[src/rtl/store_word_bank_if.sv]
// ----------------------------------------------------------------------------
// store_word_bank_if
//   Request/response bundle for the store_word_bank scratch store.
//   Optional macro: STORE_WORD_BANK_BYTE_MASK_EN adds the per-byte write_mask.
//
//   Signals
//     write_enable  write request
//     write_addr    write entry index            [ADDR_W]
//     data_in       write data                   [DATA_W]
//     write_mask    byte enables (macro only)    [DATA_W/8]
//     read_enable   read request
//     read_addr     read entry index             [ADDR_W]
//     data_out      registered read data         [DATA_W]
//     output_enable read result valid strobe
//     read_miss     read hit an unwritten or out-of-range entry
//
//   Modports
//     master  drives requests, observes results (datapath / testbench)
//     slave   the store itself
// ----------------------------------------------------------------------------
interface store_word_bank_if #(
  parameter int DATA_W = 8,
  parameter int ADDR_W = 3
);
  logic              write_enable;
  logic [ADDR_W-1:0] write_addr;
  logic [DATA_W-1:0] data_in;
`ifdef STORE_WORD_BANK_BYTE_MASK_EN
  logic [DATA_W/8-1:0] write_mask;
`endif
  logic              read_enable;
  logic [ADDR_W-1:0] read_addr;
  logic [DATA_W-1:0] data_out;
  logic              output_enable;
  logic              read_miss;

  modport master (
    output write_enable, write_addr, data_in,
`ifdef STORE_WORD_BANK_BYTE_MASK_EN
    output write_mask,
`endif
    output read_enable, read_addr,
    input  data_out, output_enable, read_miss
  );

  modport slave (
    input  write_enable, write_addr, data_in,
`ifdef STORE_WORD_BANK_BYTE_MASK_EN
    input  write_mask,
`endif
    input  read_enable, read_addr,
    output data_out, output_enable, read_miss
  );
endinterface

[src/rtl/store_word_bank.sv]
// ----------------------------------------------------------------------------
// store_word_bank
//   DEPTH-entry scratch store of DATA_W-bit words with independent write and
//   read ports. Read data is registered and qualified by output_enable; a
//   per-entry written flag raises read_miss for never-written or out-of-range
//   entries. A same-cycle read of the entry being written returns the new
//   word (write-first).
//
//   Optional macro: STORE_WORD_BANK_BYTE_MASK_EN enables per-byte write masks;
//   an all-zero mask makes the write a no-op.
//
//   Ports
//     clk   clock, rising edge
//     rst   asynchronous reset, active-low
//     bus   store_word_bank_if.slave (requests in, registered results out)
// ----------------------------------------------------------------------------
module store_word_bank #(
  parameter int DATA_W = 8,
  parameter int DEPTH  = 8,
  parameter int ADDR_W = 3
) (
  input  logic             clk,
  input  logic             rst,
  store_word_bank_if.slave bus
);
  localparam int NB = DATA_W / 8;

  typedef logic [ADDR_W-1:0] addr_t;
  typedef logic [DATA_W-1:0] word_t;

  word_t            mem [DEPTH];
  logic [DEPTH-1:0] written;

  logic          wr_in_range;
  logic          rd_in_range;
  addr_t         wr_idx;
  addr_t         rd_idx;
  logic [NB-1:0] byte_en;
  logic          wr_commit;
  word_t         wr_word;

  logic  oe_d,   oe_q;
  logic  miss_d, miss_q;
  word_t data_d, data_q;

  assign wr_in_range = 32'(bus.write_addr) < DEPTH;
  assign rd_in_range = 32'(bus.read_addr)  < DEPTH;

  // Out-of-range addresses are steered to entry 0 so no array access ever
  // leaves the storage; the in_range qualifiers keep that access harmless.
  assign wr_idx = wr_in_range ? bus.write_addr : '0;
  assign rd_idx = rd_in_range ? bus.read_addr  : '0;

`ifdef STORE_WORD_BANK_BYTE_MASK_EN
  assign byte_en = bus.write_mask;
`else
  assign byte_en = '1;
`endif

  assign wr_commit = bus.write_enable && wr_in_range && (|byte_en);

  // Merge of the current entry with the enabled bytes of data_in. This is
  // both the value stored and the value a same-address read bypasses.
  always_comb begin
    // NOTE: every always_comb output gets a default before any condition,
    // otherwise an untaken branch holds its old value and infers a latch.
    wr_word = mem[wr_idx];
    for (int b = 0; b < NB; b++) begin
      if (byte_en[b]) wr_word[b*8 +: 8] = bus.data_in[b*8 +: 8];
    end
  end

  // The entries must read as zero and unwritten after reset, so the storage
  // is reset along with the flags rather than left to power-up contents.
  // NOTE: clearing a memory in reset forces it into flops; only do it when
  // the reset contents are actually observable, as they are here.
  always_ff @(posedge clk or negedge rst) begin
    // NOTE: sequential state uses non-blocking assignments so every flop
    // samples pre-edge values regardless of statement order.
    if (!rst) begin
      for (int i = 0; i < DEPTH; i++) mem[i] <= '0;
      written <= '0;
    end else if (wr_commit) begin
      mem[wr_idx]     <= wr_word;
      written[wr_idx] <= 1'b1;
    end
  end

  always_comb begin
    oe_d   = 1'b0;
    miss_d = 1'b0;
    data_d = '0;
    if (bus.read_enable) begin
      oe_d = 1'b1;
      if (rd_in_range && wr_commit && (wr_idx == rd_idx)) begin
        data_d = wr_word;
      end else if (rd_in_range && written[rd_idx]) begin
        data_d = mem[rd_idx];
      end else begin
        miss_d = 1'b1;
      end
    end
  end

  always_ff @(posedge clk or negedge rst) begin
    if (!rst) begin
      oe_q   <= 1'b0;
      miss_q <= 1'b0;
      data_q <= '0;
    end else begin
      oe_q   <= oe_d;
      miss_q <= miss_d;
      data_q <= data_d;
    end
  end

  assign bus.output_enable = oe_q;
  assign bus.read_miss     = miss_q;
  assign bus.data_out      = data_q;
endmodule

[src/flat_wrapper.sv]
// flat-port wrapper written by rule: the top's interface ports become plain ports
module store_word_bank_flat 
#(
  parameter int DATA_W = 8,
  parameter int DEPTH  = 8,
  parameter int ADDR_W = 3
)
  (clk, rst, bus_write_enable, bus_write_addr, bus_data_in, bus_read_enable, bus_read_addr, bus_data_out, bus_output_enable, bus_read_miss);
  store_word_bank_if #(.DATA_W(DATA_W), .ADDR_W(ADDR_W)) bus_i ();
  input  logic clk;
  input  logic rst;
  input wire logic [$bits(bus_i.write_enable)-1:0] bus_write_enable;
  input wire logic [$bits(bus_i.write_addr)-1:0] bus_write_addr;
  input wire logic [$bits(bus_i.data_in)-1:0] bus_data_in;
  input wire logic [$bits(bus_i.read_enable)-1:0] bus_read_enable;
  input wire logic [$bits(bus_i.read_addr)-1:0] bus_read_addr;
  output wire logic [$bits(bus_i.data_out)-1:0] bus_data_out;
  output wire logic [$bits(bus_i.output_enable)-1:0] bus_output_enable;
  output wire logic [$bits(bus_i.read_miss)-1:0] bus_read_miss;
  assign bus_i.write_enable = bus_write_enable;
  assign bus_i.write_addr = bus_write_addr;
  assign bus_i.data_in = bus_data_in;
  assign bus_i.read_enable = bus_read_enable;
  assign bus_i.read_addr = bus_read_addr;
  assign bus_data_out = bus_i.data_out;
  assign bus_output_enable = bus_i.output_enable;
  assign bus_read_miss = bus_i.read_miss;
  store_word_bank #(.DATA_W(DATA_W), .DEPTH(DEPTH), .ADDR_W(ADDR_W)) u_core (.clk(clk), .rst(rst), .bus(bus_i));
endmodule
[config.mk]
export PLATFORM = sky130hd
export DESIGN_NAME = store_word_bank_flat
export DESIGN_NICKNAME = d
export VERILOG_FILES = /design/src/rtl/store_word_bank_if.sv /design/src/rtl/store_word_bank.sv /design/src/flat_wrapper.sv
export SDC_FILE = /design/constraint.sdc
export NUM_CORES = 1
export LEC_CHECK = 0
export BUFFER_PORTS_ARGS = -buffer_cell sky130_fd_sc_hd__buf_2
export CORE_ASPECT_RATIO = 0.7
export CORE_MARGIN = 3
export CORE_UTILIZATION = 49
export CTS_CLUSTER_SIZE = 24
export DETAILED_ROUTE_END_ITERATION = 7
export PLACE_DENSITY = 0.67
export SYNTH_ARGS = -nofsm -noshare
export SYNTH_HDL_FRONTEND = slang
export SYNTH_SLANG_ARGS = --single-unit
[constraint.sdc]
create_clock -name clk -period 2.7 [get_ports clk]
set_input_delay 0.27 -clock clk [delete_from_list [all_inputs] [get_ports clk]]
set_output_delay 0.27 -clock clk [all_outputs]
set_load 0.05 [all_outputs]
# Word level (Yosys, flattened, before mapping)
# Cells that the tools add are included.
# Widths: inputs -> output; s select.
[word_totals] in_bits=18 reg_bits=82 out_inout_bits=10
[op_classes] n_lt_le_gt_ge=6 eq_ne=1 n_reduce_logical=3 bitwise=3 muxes=17
[ops] operator="$bwmux 64" count=1
[ops] operator="$mux 8" count=6
[ops] operator="$bmux 8 s3" count=1
[ops] operator="$demux 8 s3" count=1
[ops] operator="$ge 4x4->1 const B" count=2
[ops] operator="$lt 3x4->1 const B" count=2
[ops] operator="$not 3->4" count=2
[ops] operator="$or 8x8->8" count=1
[ops] operator="$mux 1" count=6
[ops] operator="$lt 4x1->1 const B" count=1
[ops] operator="$bmux 1 s3" count=1
[ops] operator="$demux 1 s3" count=1
[ops] operator="$eq 3x3->1" count=1
[ops] operator="$ge 3x1->1 const B" count=1
[ops] operator="$logic_and 1x1->1" count=3

# Logic depth before layout (Yosys ltp)
# Gate-level depths: netlist of run 1.
[logic_depth] depth_word=7 depth_mapped=6 ltp_nobuf=4

# Worst setup path before layout of run 1
# OpenSTA, ideal clock, no wires.
[synth_timing] path_type="input-to-reg" from="input bus_read_addr[1]" to="register u_core.data_q[4], in the netlist u_core.bus.data_out[4]" setup_time_ns=0.078 stages=6 t_arrival_ns=1.477 n_path_buf=2 t_required_ns=2.622 slack_ns=1.144 cell_sequence="buf_2 buf_6 xnor2_1 nand4_1 nor2_1 o2bb2ai_1"
[synth_between] elab_chain_cells=7 elab_cells_between_ends=11 cone_classes="1 x eq/ne; 8 x mux; 1 x bitwise; 1 x reduce/logical"
[synth_lines] item="start: declaration" line_no="flat_wrapper.sv:16" source="input wire logic [$bits(bus_i.read_addr)-1:0] bus_read_addr;"
[synth_lines] item="$not 3->4 (not written as such)" line_no="store_word_bank.sv:98" source="data_d = mem[rd_idx];"
[synth_lines] item="$bmux 8 s3" line_no="store_word_bank.sv:98"
[synth_lines] item="$mux 8 (not written as such) (2 in series)" line_no="store_word_bank.sv:98"
[synth_lines] item="$mux 8" line_no="store_word_bank.sv:97" source="end else if (rd_in_range && written[rd_idx]) begin"
[synth_lines] item="$mux 8 *" line_no="store_word_bank.sv:95" source="if (rd_in_range && wr_commit && (wr_idx == rd_idx)) begin"
[synth_lines] item="$mux 8 *" line_no="store_word_bank.sv:93" source="if (bus.read_enable) begin"
[synth_lines] item="net u_core.data_d[4]" line_no="store_word_bank.sv:44" source="word_t data_d, data_q;"
[synth_lines] item="end signal: assignment" line_no="store_word_bank.sv:113" source="data_q <= data_d;"
[synth_lines] item="end: declaration" line_no="store_word_bank.sv:44"
# The timed path passes the listed nets; every way through them passes the cells marked *. The select of a mux whose other input is x is not followed.
# A chain may end at the register's enable or synchronous reset.

# Worst setup path in the final report of run 1
[layout_timing] from="input bus_read_addr[0]" to="register u_core.data_q[1], in the netlist u_core.bus.data_out[1]"
# Same word-level chain as after synthesis.

==> results of run 1 <==
final timing paths:
check | from | endpoint | slack [ns] | cells after the start
min reg2reg | u_core.written[3]$_DFFE_PN0P_ | u_core.written[3]$_DFFE_PN0P_ | 0.47 | 1
max reg2reg | u_core.written[5]$_DFFE_PN0P_ | u_core.bus.data_out[1]$_DFF_PN0_ | 1.15 | 4
min | bus_read_enable | u_core.bus.output_enable$_DFF_PN0_ | 0.08 | 1
max in group asynchronous | rst | u_core.mem[25]$_DFFE_PN0P_ | 1.52 | 3
min in group asynchronous | rst | u_core.written[1]$_DFFE_PN0P_ | 0.46 | 2
max | bus_read_addr[0] | u_core.bus.data_out[1]$_DFF_PN0_ | 1.15 | 5
repair_timing:
action	in CTS	in global routing
hold endpoints to repair	43	0
buffers inserted	0	0
hold buffers	1	0
resized for setup	0	0
state kept, by name (all words and copies together) (netlist names):
| register | count |
|---|---|
| u_core.bus.data_out | 8 |
| u_core.written | 8 |
| u_core.bus.read_miss | 1 |
| u_core.bus.output_enable | 1 |
| u_core.mem | 64 |
per-layer routing:
metal	vias to the layer above	GRT usage
li1	889	-
met5	-	0
met4	0	0.03026
met1	1079	0.2783
met2	35	0.2774
met3	6	0.06318
power groups by stage:
stage               Clock (uW)  Combinational [uW]  Sequential, uW
detailed placement           0                 599            1600
CTS                        865                 602            1580
global placement             0                 585            1600
global route               934                 645            1600
finish                     855                 594            1580
floorplan                    0                 385            1640
through the flow:
step                hold slack (ns)  instance area (um^2)  total power [uW]  setup WS (ns)
global route                0.06694                  4061              3185          1.064
finish                      0.07959                  4061              3028          1.145
global placement             0.3064                  3865              2180         0.8044
CTS                         0.07168                  4061              3044          1.144
floorplan                  -0.02559                  3612              2029          1.144
detailed placement           0.3130                  3865              2200         0.7691
kinds of logic (layout without fill, tap and decap cells):
| family | after synthesis | after routing | synth area share |
|---|---|---|---|
| AO/OA/AOI/OAI | 8 | 8 | 0.01940 |
| XOR/XNOR | 3 | 3 | 0.007275 |
| buffers and inverters | 10 | 52 | 0.01628 |
| multiplexers | 93 | 93 | 0.3412 |
| AND/OR/NAND/NOR | 23 | 23 | 0.04780 |
| flip-flops | 82 | 82 | 0.5681 |
synth_stat cells (all sizes together):
cell type | count | area (um^2)
or2 | 4 | 25.02
mux4 | 17 | 382.9
nand3 | 1 | 10.01
mux2 | 68 | 769.5
buf | 7 | 47.54
nand2b | 5 | 38.78
clkbuf | 2 | 7.510
dfrtp | 82 | 2052
nand4b | 3 | 26.28
mux2i | 8 | 80.08
nor3b | 2 | 25.02
o2bb2ai | 8 | 70.07
xnor2 | 3 | 26.28
nor3 | 2 | 20.02
nand2 | 2 | 7.510
nand4 | 2 | 12.51
inv | 1 | 3.750
nor2 | 2 | 7.510
layout make-up:
type / instances / area share
inverter: 1 / 0.0009242
timing repair buffer: 35 / 0.04929
clock inverter: 5 / 0.01356
multi-input combinational: 127 / 0.3697
tap: 94 / 0.02896
clock buffer: 11 / 0.03235
sequential: 82 / 0.5052
==> metrics.md, run 1 <==
| Metric | Value |
|---|---|
| Fraction of power consumed by sequential logic | `0.521` |
| Number of max-slew violations in the final report | `0` |
| Critical Path Sink Type | `register` |
| Clock latency on the worst-skew pair | `between 0.3 and 0.4 ns` |
| # DRC | `0` |
| Final nets | `between 200 and 300` |
| Unique cell type count in the Yosys netlist | `21` |
| Die width | `108.6 um` |
| RSZ-0062 raised after global routing | `no` |
| Sw Ratio | `0.2692` |
| Area of the multi-input gates | `1501 um^2` |
| Clock network power share | `0.282` |
| Critical Path Slowest Stage Cell | `sky130_fd_sc_hd__mux4_2` |
| Number of cells in the design after placement | `338` |
| Overall die height | `77.84 um` |
| Number of design-rule violations left by the first detailed-router iteration | `roughly 120` |
| Buffers added on ports | `27` |
| Initial core utilization | `0.5202` |
| Routability-driven placement congestion ratio | `between 0.7 and 0.8` |
| Most used cells in the layout excluding fill and tap cells | `82 x sky130_fd_sc_hd__dfrtp_1, 67 x sky130_fd_sc_hd__mux2_2, 26 x sky130_fd_sc_hd__buf_2, 17 x sky130_fd_sc_hd__mux4_2, 9 x sky130_fd_sc_hd__clkbuf_8` |
| Number of synthesis warnings | `0` |
| Total power density per cell area | `745.6 nW/um^2` |
| Flip-flop and latch count after synthesis | `around 80` |
| Level count of the clock H-tree | `3` |
| Post-synthesis to final-layout area growth | `12.44%` |
| Largest net degree at the start of global routing | `46` |
| Final min period | `1.555 ns` |
| Setup-violating endpoint count in the final report | `0` |
| Reported max-cap violation count | `0` |
| Initial antenna violation count | `0` |
| Most common library cell in the layout ignoring fill and taps | `sky130_fd_sc_hd__dfrtp_1` |
| Endpoints failing hold | `0` |
| Clock buffer count from CTS | `9` |
| Relative slew slack | `0.5158` |
| Number of buffers and inverters on the critical path | `1` |
| Critical path startpoint category | `primary input` |
| Post-synthesis net count | `237` |
| Total core area | `6944 um^2` |
| Number of standard-cell rows in the floorplan | `25` |
| Summed negative setup slack over all endpoints | `0 ns` |
| Sink Count | `82` |
| Aggregate routed wire length | `between 7000 and 8000 um` |
| Leak pwr | `0.001724 uW` |
| Placed wire-length estimate after detailed placement | `4646 um` |
| Worst clock skew on the final layout | `0.007820 ns` |
| Largest fanout on the critical path | `13` |
| Wire length of the first global-routing pass | `11,620 um` |
| CP cell instances | `buf_2 -> mux2_2 -> mux4_2 -> nand3_2 -> o2bb2ai_1` |
| Pre-Repair DR Iteration Count | `4` |
| Post-detailed-route wirelength per cell | `20.39 um` |
| Required time at the endpoint of the critical path | `about 3 ns` |
| Cell at the root of the clock tree | `sky130_fd_sc_hd__clkbuf_8` |
| Total I/O pin count | `28` |
| Crit path DAT | `1.78 ns` |
| Area enclosed by the die boundary | `8454 um^2` |
| Final Core Density | `0.5849` |
| Max IR drop VDD | `roughly 0.00046 V` |
| TritonCTS clock tree | `built` |
| Total standard cell area after synthesis | `3612 um^2` |
| Inserted Diodes | `0` |
| Worst-case clock buffer depth | `2` |
| Detail Route Antenna Nets | `0` |
| Fmax | `0.6433 GHz` |
| Synth Instances | `219` |
| Least-Margin Pin Slew | `0.7225 ns` |
| Clock transition time at the flip-flop clock pins of the worst setup and hold paths | `roughly 0.08 ns` |
| Gate power share | `0.196` |
| Final standard cell count with taps included and fillers excluded | `355` |
| Type of the worst setup path | `in2reg` |
| Int Power | `2213 uW` |
| Filler cells | `569` |
| P_sw | `815.2 uW` |
| Portion of the clock cycle consumed by the worst path in the final layout | `0.5757` |
| Vias in the first global route | `2,070` |
| Worst hold-check path type | `in2reg` |
| GRT Util Overall | `0.1885` |
| Top layer reached by signal wires | `met4` |
| Average via count per standard cell | `5.659` |
| Routed length on met1 | `3682 um` |
| Sequential cell area in the final layout | `2052 um^2` |
| Total number of vias | `approximately 2,000` |
| Total overflow reported by the global router | `0` |
| Mean area per synthesized cell | `16.49 um^2` |
| Fraction of final layout cells sized beyond drive strength 1 | `0.5479` |
| Met2 WL post-DR | `about 3200 um` |
| Met3 routed wirelength | `273 um` |
| Top delay family on crit path | `multiplexers` |
| Run status | `finished clean` |
| Slowest stage delay, CP | `0.48 ns` |
| Sequential area share after synthesis | `0.5681` |
Power figures use the tool's default switching activity.
==> run 2: changes to the inputs <==
==> constraint.sdc (replaced) <==
create_clock -name clk -period 1.6 [get_ports clk]
set_input_delay 0.16 -clock clk [delete_from_list [all_inputs] [get_ports clk]]
set_output_delay 0.16 -clock clk [all_outputs]
set_load 0.05 [all_outputs]
==> run 2 against run 1 <==
  * Setup slack worse by 1.1 ns
  * First-iteration DRC count is 24% lower
  * Non-clock buffer count is 12 higher
  * Highest routed layer unchanged
  * Clock power is 74% higher
  * Largest cell class unchanged
  * Hold slack better by 0.060 ns
  * Utilization is 2.1 points higher
  * Sequential share of layout area is 1.7 points lower
  * Register-to-register slack worse by 1.1 ns
  * Wire length is 0.41% lower
  * Clock skew is 0.00072 ns lower
  * Die area stayed put
==> metrics.md, run 2 (synthesis results as in run 1) <==
| Metric | Value |
|---|---|
| Total power density per cell area | `1231 nW/um^2` |
| Routability-driven placement congestion ratio | `0.7479` |
| Run status | `finished clean` |
| Level count of the clock H-tree | `3` |
| Worst-case clock buffer depth | `2` |
| Fmax | `0.6462 GHz` |
| Die width | `108.6 um` |
| # DRC | `0` |
| Fraction of final layout cells sized beyond drive strength 1 | `0.5641` |
| Area enclosed by the die boundary | `8454 um^2` |
| Clock network power share | `0.288` |
| Initial antenna violation count | `0` |
| Min-delay src | `bus_data_in[0]` |
| Gate power share | `0.198` |
| Inserted Diodes | `0` |
| Total core area | `approximately 6900 um^2` |
| Detail Route Antenna Nets | `0` |
| Area of placed instances | `3973 um^2` |
| Max IR drop VDD | `approximately 0.00052 V` |
| Setup-violating endpoint count in the final report | `0` |
| Total overflow reported by the global router | `0` |
| Worst R2R Start | `u_core.written[6]$_DFFE_PN0P_` |
| Type of the worst setup path | `reg2reg` |
| Register with the most flip-flops | `u_core.mem` |
| Initial core utilization | `0.5202` |
| Post-synthesis to final-layout area growth | `16.38%` |
| TritonCTS clock tree | `built` |
| Buffers added on ports | `27` |
| Final nets | `286` |
| GRT Util Overall | `0.1882` |
| Placement-stage worst setup slack | `-0.02011 ns` |
| Area of the multi-input gates | `1515 um^2` |
| Average via count per standard cell | `between 5 and 6` |
| Setup slack after layout | `between 0.05 and 0.06 ns` |
| Crit path DAT | `1.77 ns` |
| Vias in the first global route | `~2,100` |
| Cell at the root of the clock tree | `sky130_fd_sc_hd__clkbuf_8` |
| CP cell instances | `mux2_4 -> mux4_2 -> nand3_4 -> o2bb2ai_1` |
| Endpoints failing hold | `0` |
| Critical Path Slowest Stage Cell | `sky130_fd_sc_hd__mux4_2` |
| Int Power | `3847 uW` |
| Clock transition time at the flip-flop clock pins of the worst setup and hold paths | `0.08 ns` |
| Critical path startpoint category | `register` |
| Clock buffer count from CTS | `9` |
| Number of standard-cell rows in the floorplan | `25` |
| P_sw | `1326 uW` |
| Wire length of the first global-routing pass | `11,690 um` |
| Sequential cell area in the final layout | `2052 um^2` |
| Critical Path Sink Type | `register` |
| Sw Ratio | `0.2563` |
| Most common library cell in the layout ignoring fill and taps | `sky130_fd_sc_hd__dfrtp_1` |
| Path depth of the worst reg2reg path | `4` |
| Total number of vias | `2,044` |
| Pre-Repair DR Iteration Count | `4` |
| Worst hold-check path type | `in2reg` |
| Endpoint of the worst register-to-register path | `u_core.bus.data_out[3]$_DFF_PN0_` |
| Reg2reg setup slack | `0.05 ns` |
| Portion of the clock cycle consumed by the worst path in the final layout | `0.9672` |
| Most used cells in the layout excluding fill and tap cells | `82 x sky130_fd_sc_hd__dfrtp_1, 67 x sky130_fd_sc_hd__mux2_2, 26 x sky130_fd_sc_hd__buf_2, 17 x sky130_fd_sc_hd__mux4_2, 17 x sky130_fd_sc_hd__buf_4` |
| RSZ-0062 raised after global routing | `no` |
| Placed wire-length estimate after detailed placement | `4608 um` |
| Capture endpoint of the worst hold path | `u_core.bus.data_out[0]$_DFF_PN0_` |
| Largest fanout on the critical path | `8` |
| Filler cells | `567` |
| Clock latency on the worst-skew pair | `0.34 ns` |
| Final min period | `1.548 ns` |
| Relative slew slack | `0.7667` |
| Fraction of power consumed by sequential logic | `0.514` |
| Total I/O pin count | `28` |
| Worst clock skew on the final layout | `~0.0071 ns` |
| Least-Margin Pin Slew | `around 0.35 ns` |
| Leak pwr | `0.001804 uW` |
| Summed area of non-filler cells in the final layout | `around 4200 um^2` |
| Number of max-slew violations in the final report | `0` |
| Slowest stage delay, CP | `between 0.5 and 0.6 ns` |
| Post-detailed-route wirelength per cell | `19.64 um` |
| Largest net degree at the start of global routing | `32` |
| Sink Count | `82` |
| Required time at the endpoint of the critical path | `~1.8 ns` |
| Post-CTS Setup Inserts | `0` |
| Aggregate routed wire length | `7208 um` |
| Overall die height | `~80 um` |
| Cells on Worst Hold Path | `2` |
| Number of design-rule violations left by the first detailed-router iteration | `91` |
| Reported max-cap violation count | `0` |
| Max reg flops | `64` |
-- run 2: layout make-up --
class	instances	share of cell area
multi-input cells	127	0.3604
repair buffers	47	0.07560
flip-flops and latches	82	0.4881
well taps	94	0.02798
clock inverters	2	0.008333
clock buffers	14	0.03869
inverters	1	0.0008929
-- run 2: routing by layer --
| layer | global-route usage | up-vias | wire, um |
|---|---|---|---|
| li1 | - | 924 | - |
| met1 | 0.2680 | 1073 | 3593 |
| met2 | 0.2848 | 33 | 3272 |
| met3 | 0.05320 | 14 | 225 |
| met4 | 0.05170 | 0 | 116 |
| met5 | 0 | - | 0 |
-- run 2: worst max-delay path, delay by kind of cell (launching register included) --
family,cells,cell delay (ns)
AND/OR/NAND/NOR,1,0.16
AO/OA/AOI/OAI,1,0.10
multiplexers,2,0.78
flip-flops,1,0.38
-- run 2: worst max-delay path by stage --
stage / start / endpoint / slack (ns) / cells after the start
global route: u_core.written[6]$_DFFE_PN0P_ / u_core.bus.data_out[5]$_DFF_PN0_ / 0.008 / 4
CTS: u_core.written[6]$_DFFE_PN0P_ / u_core.bus.data_out[2]$_DFF_PN0_ / 0.02 / 4
global placement: bus_read_addr[0] / u_core.bus.data_out[1]$_DFF_PN0_ / 0.02 / 5
floorplan: bus_read_addr[1] / u_core.bus.data_out[4]$_DFF_PN0_ / 0.15 / 6
detailed placement: bus_read_addr[0] / u_core.bus.data_out[3]$_DFF_PN0_ / -0.02 / 5
finish: u_core.written[6]$_DFFE_PN0P_ / u_core.bus.data_out[3]$_DFF_PN0_ / 0.05 / 4
-- run 2: repair_timing --
item,CTS,global route
hold endpoints to repair,25,0
cloned,0,0
pin swaps,0,1
resized for setup,1,1
endpoints found under the setup margin,1,6
hold buffers,2,0
-- run 2: power by group through the flow --
stage / clock network [uW] / registers, uW / logic (uW)
2_1_floorplan: 0 / 2770 / 649
3_3_place_gp: 0 / 2690 / 1000
3_5_place_dp: 0 / 2700 / 1030
4_1_cts: 1540 / 2660 / 1030
5_1_grt: 1650 / 2710 / 1110
6_report: 1490 / 2660 / 1020
-- run 2: metrics by stage --
stage | utilization | cells | setup TNS [ns] | hold WS [ns] | power, uW
2_1_floorplan | - | 219 | 0 | -0.1356 | 3424
5_1_grt | 0.6054 | 367 | 0 | 0.1161 | 5468
3_3_place_gp | 0.5721 | 349 | 0 | 0.09394 | 3693
4_1_cts | 0.6045 | 367 | 0 | 0.1123 | 5233
6_report | 0.6054 | 367 | 0 | 0.1394 | 5173
3_5_place_dp | 0.5721 | 349 | -0.07809 | 0.09646 | 3722
==> run 3: changes to the inputs <==
--- a/config.mk
+++ b/config.mk
@@ -5,12 +5,14 @@
 export SDC_FILE = /design/constraint.sdc
 export NUM_CORES = 1
 export LEC_CHECK = 0
+export ABC_AREA = 1
 export BUFFER_PORTS_ARGS = -buffer_cell sky130_fd_sc_hd__buf_2
 export CORE_ASPECT_RATIO = 0.7
 export CORE_MARGIN = 3
 export CORE_UTILIZATION = 49
 export CTS_CLUSTER_SIZE = 24
 export DETAILED_ROUTE_END_ITERATION = 7
+export GPL_TIMING_DRIVEN = 0
 export PLACE_DENSITY = 0.67
 export SYNTH_ARGS = -nofsm -noshare
 export SYNTH_HDL_FRONTEND = slang
==> run 3 against run 2 <==
  * Final area is 7.5% higher
  * First-iteration DRC count grew to 3.3 times the previous value
  * Maximum frequency increased by 14%
  * Utilization is 0.64 points lower
  * Non-clock buffer count grew 2
  * Critical endpoint is now u_core.bus.data_out[2]$_DFF_PN0_
==> metrics.md, run 3 <==
| Metric | Value |
|---|---|
| Run status | `finished clean` |
| GRT Util Overall | `0.2507` |
| Post-synthesis to final-layout area growth | `15.06%` |
| Unique cell type count in the Yosys netlist | `20` |
| Initial core utilization | `0.5206` |
| RSZ-0062 raised after global routing | `no` |
| Vias in the first global route | `between 3,000 and 4,000` |
| Critical Path Slowest Stage Cell | `sky130_fd_sc_hd__buf_1` |
| Required time at the endpoint of the critical path | `1.85 ns` |
| Final nets | `584` |
| Sw Ratio | `0.2993` |
| Max IR drop VDD | `0.0008457 V` |
| Clock latency on the worst-skew pair | `~0.34 ns` |
| Summed area of non-filler cells in the final layout | `roughly 4500 um^2` |
| Mean area per synthesized cell | `7.469 um^2` |
| Clock transition time at the flip-flop clock pins of the worst setup and hold paths | `0.06 ns` |
| CP cell instances | `buf_2 -> inv_2 -> buf_1 -> nand3_1 -> nand2_1 -> nand2_1 -> nand2_1 -> nand3_1 -> a21oi_1` |
| Routed length on met1 | `5220 um` |
| Top layer reached by signal wires | `met4` |
| TritonCTS clock tree | `built` |
| Max reg flops | `64` |
| Number of synthesis warnings | `0` |
| Most used cells in the layout excluding fill and tap cells | `208 x sky130_fd_sc_hd__nand2_1, 82 x sky130_fd_sc_hd__inv_1, 82 x sky130_fd_sc_hd__dfrtp_1, 64 x sky130_fd_sc_hd__o21ai_0, 44 x sky130_fd_sc_hd__nand3_1` |
| Sequential area share after synthesis | `0.5223` |
| P_sw | `~1700 uW` |
| Filler cells | `716` |
| Number of design-rule violations left by the first detailed-router iteration | `300` |
| Aggregate routed wire length | `10,630 um` |
| Synth Instances | `~530` |
| Total number of vias | `3,464` |
| Gate power share | `0.179` |
| Met3 routed wirelength | `803 um` |
| Largest net degree at the start of global routing | `just over 60` |
| Inserted Diodes | `0` |
| Overall die height | `about 80 um` |
| Most frequently used flop master after synthesis | `sky130_fd_sc_hd__dfrtp_1` |
| Cell types occupying the most area after synthesis | `sky130_fd_sc_hd__dfrtp_1 52%, sky130_fd_sc_hd__nand2_1 20%, sky130_fd_sc_hd__o21ai_0 8.2%` |
| Number of max-slew violations in the final report | `0` |
| Count of flip-flops with a built-in enable after synthesis | `0` |
| Clock buffer count from CTS | `9` |
| Worst hold-check path type | `in2reg` |
| Crit path DAT | `about 1.6 ns` |
| Final min period | `1.360 ns` |
| Async set or reset register ratio after synthesis | `1.000` |
| Min-delay src | `bus_data_in[7]` |
| # DRC | `0` |
| Setup slack after layout | `0.2396 ns` |
| Least-Margin Pin Slew | `0.5793 ns` |
| Dominant cell type by count on the critical path | `sky130_fd_sc_hd__nand2_1` |
| Fmax | `between 0.7 and 0.8 GHz` |
| Pre-Repair DR Iteration Count | `5` |
| Detail Route Antenna Nets | `0` |
| Buffers added on ports | `26` |
| Largest fanout on the critical path | `10` |
| Int Power | `about 3900 uW` |
| Area of the multi-input gates | `1430 um^2` |
| Total standard cell area after synthesis | `3929 um^2` |
| Cell type with the largest total area after synthesis | `sky130_fd_sc_hd__dfrtp_1` |
| Area of placed instances | `4212 um^2` |
| Average via count per standard cell | `5.178` |
| Relative slew slack | `0.6124` |
| Commonest cells in the netlist | `208 x sky130_fd_sc_hd__nand2_1, 82 x sky130_fd_sc_hd__dfrtp_1, 82 x sky130_fd_sc_hd__inv_1` |
| Total overflow reported by the global router | `0` |
| Most common library cell in the layout ignoring fill and taps | `sky130_fd_sc_hd__nand2_1` |
| Post-synthesis net count | `544` |
| Portion of the clock cycle consumed by the worst path in the final layout | `0.8503` |
| Wire length of the first global-routing pass | `between 15,000 and 20,000 um` |
| Total power density per cell area | `1223 nW/um^2` |
| Fraction of final layout cells sized beyond drive strength 1 | `0.1016` |
| Placed wire-length estimate after detailed placement | `7397 um` |
| Total I/O pin count | `28` |
| Cell at the root of the clock tree | `sky130_fd_sc_hd__clkbuf_16` |
| Post-detailed-route wirelength per cell | `15.89 um` |
| Sink Count | `82` |
| Worst R2R Start | `u_core.written[0]$_DFFE_PN0P_` |
| Number of standard-cell rows in the floorplan | `26` |
| Worst clock skew on the final layout | `0.006928 ns` |
| Setup-violating endpoint count in the final report | `0` |
| Fraction of power consumed by sequential logic | `0.462` |
| Endpoints failing hold | `0` |
| Level count of the clock H-tree | `3` |
| Register with the most flip-flops | `u_core.mem` |
| Placement-stage worst setup slack | `-0.03041 ns` |
| Slowest stage delay, CP | `0.41 ns` |
| Critical Path Sink Type | `register` |
| Sequential cell area in the final layout | `between 2000 and 2500 um^2` |
| Most frequent cell after synthesis | `sky130_fd_sc_hd__nand2_1` |
| Met2 WL post-DR | `roughly 4500 um` |
| Die width | `around 110 um` |
| Critical path startpoint category | `primary input` |
| Total core area | `7547 um^2` |
| Worst-case clock buffer depth | `2` |
| Initial antenna violation count | `0` |
| Post-CTS Resized | `0` |
| Area enclosed by the die boundary | `between 9000 and 10,000 um^2` |
| Type of the worst setup path | `in2reg` |
| Reported max-cap violation count | `0` |
| Clock network power share | `0.359` |
| Worst setup path start | `bus_read_addr[1]` |
| Routability-driven placement congestion ratio | `about 0.9` |
| Share of the synthesized area in the top cell type | `0.5223` |
| Flip-flop and latch count after synthesis | `82` |
| Leak pwr | `0.002463 uW` |
[run 3: cell types whose count changed after synthesis, sizes merged, moves of 4 or more]
| cell | previous run | this run |
|---|---|---|
| inv | 1 | 85 |
| clkbuf | 2 | 10 |
| a21oi | 0 | 9 |
| nor2 | 2 | 6 |
| nand2b | 5 | 0 |
| o2bb2ai | 8 | 0 |
| mux4 | 17 | 0 |
| mux2 | 68 | 0 |
| nand3 | 1 | 44 |
| mux2i | 8 | 0 |
| o21ai | 0 | 66 |
| or2 | 4 | 0 |
| nand2 | 2 | 210 |
[run 3: what timing repair did]
item                                    in CTS  in global routing
hold endpoints to repair                    22                  0
buffers inserted                             0                  0
hold buffers                                 2                  0
endpoints found under the setup margin       0                  0
[run 3: metal layers]
metal | vias to the layer above | GRT usage
met4 | 0 | 0.05882
li1 | 1690 | -
met1 | 1643 | 0.3837
met5 | - | 0
met2 | 121 | 0.3587
met3 | 10 | 0.06031
[run 3: final timing paths]
| check | end | slack [ns] | cells after the start |
|---|---|---|---|
| min in group asynchronous | u_core.mem[36]$_DFFE_PN0P_ | 0.26 | 2 |
| min reg2reg | u_core.written[6]$_DFFE_PN0P_ | 0.45 | 2 |
| max | u_core.bus.data_out[2]$_DFF_PN0_ | 0.24 | 9 |
| max in group asynchronous | u_core.mem[57]$_DFFE_PN0P_ | 0.75 | 3 |
| min | u_core.mem[7]$_DFFE_PN0P_ | 0.07 | 3 |
| max reg2reg | u_core.bus.data_out[1]$_DFF_PN0_ | 0.34 | 8 |
[run 3: logic make-up after synthesis]
kind of cell | count (synthesis) | synth area share
flip-flops | 82 | 0.5223
AND/OR/NAND/NOR | 261 | 0.2669
buffers and inverters | 107 | 0.1137
AO/OA/AOI/OAI | 76 | 0.09713
[run 3: layout make-up]
class | instances | area share
plain buffers | 20 | 0.02602
clock buffers | 11 | 0.05591
clock inverters | 5 | 0.008027
inverters | 87 | 0.07279
multi-input cells | 337 | 0.3164
flip-flops and latches | 82 | 0.4539
well taps | 98 | 0.02712
repair buffers | 29 | 0.03986
[run 3: power by group through the flow]
stage	sequential (uW)	clock [uW]	combinational (uW)
CTS	2550	2010	986
global route	2590	2100	1150
global placement	2570	0	949
finish	2560	1980	989
floorplan	2620	0	618
detailed placement	2590	0	976
[run 3: worst max-delay path: cells and delay by family]
| family | cells | cell delay (ns) |
|---|---|---|
| buffers and inverters | 3 | 0.70 |
| AND/OR/NAND/NOR | 5 | 0.55 |
| AO/OA/AOI/OAI | 1 | 0.19 |
[run 3: metrics by stage]
step,setup TNS [ns],utilization,std cells,total power (uW),hold WS (ns)
floorplan,0,-,526,3235,-0.1356
global placement,-20.83,0.5540,650,3521,0.2912
detailed placement,-0.08632,0.5580,651,3564,0.07933
CTS,0,0.5990,669,5552,0.06401
global route,0,0.5990,669,5841,0.08955
finish,0,0.5990,669,5528,0.06740
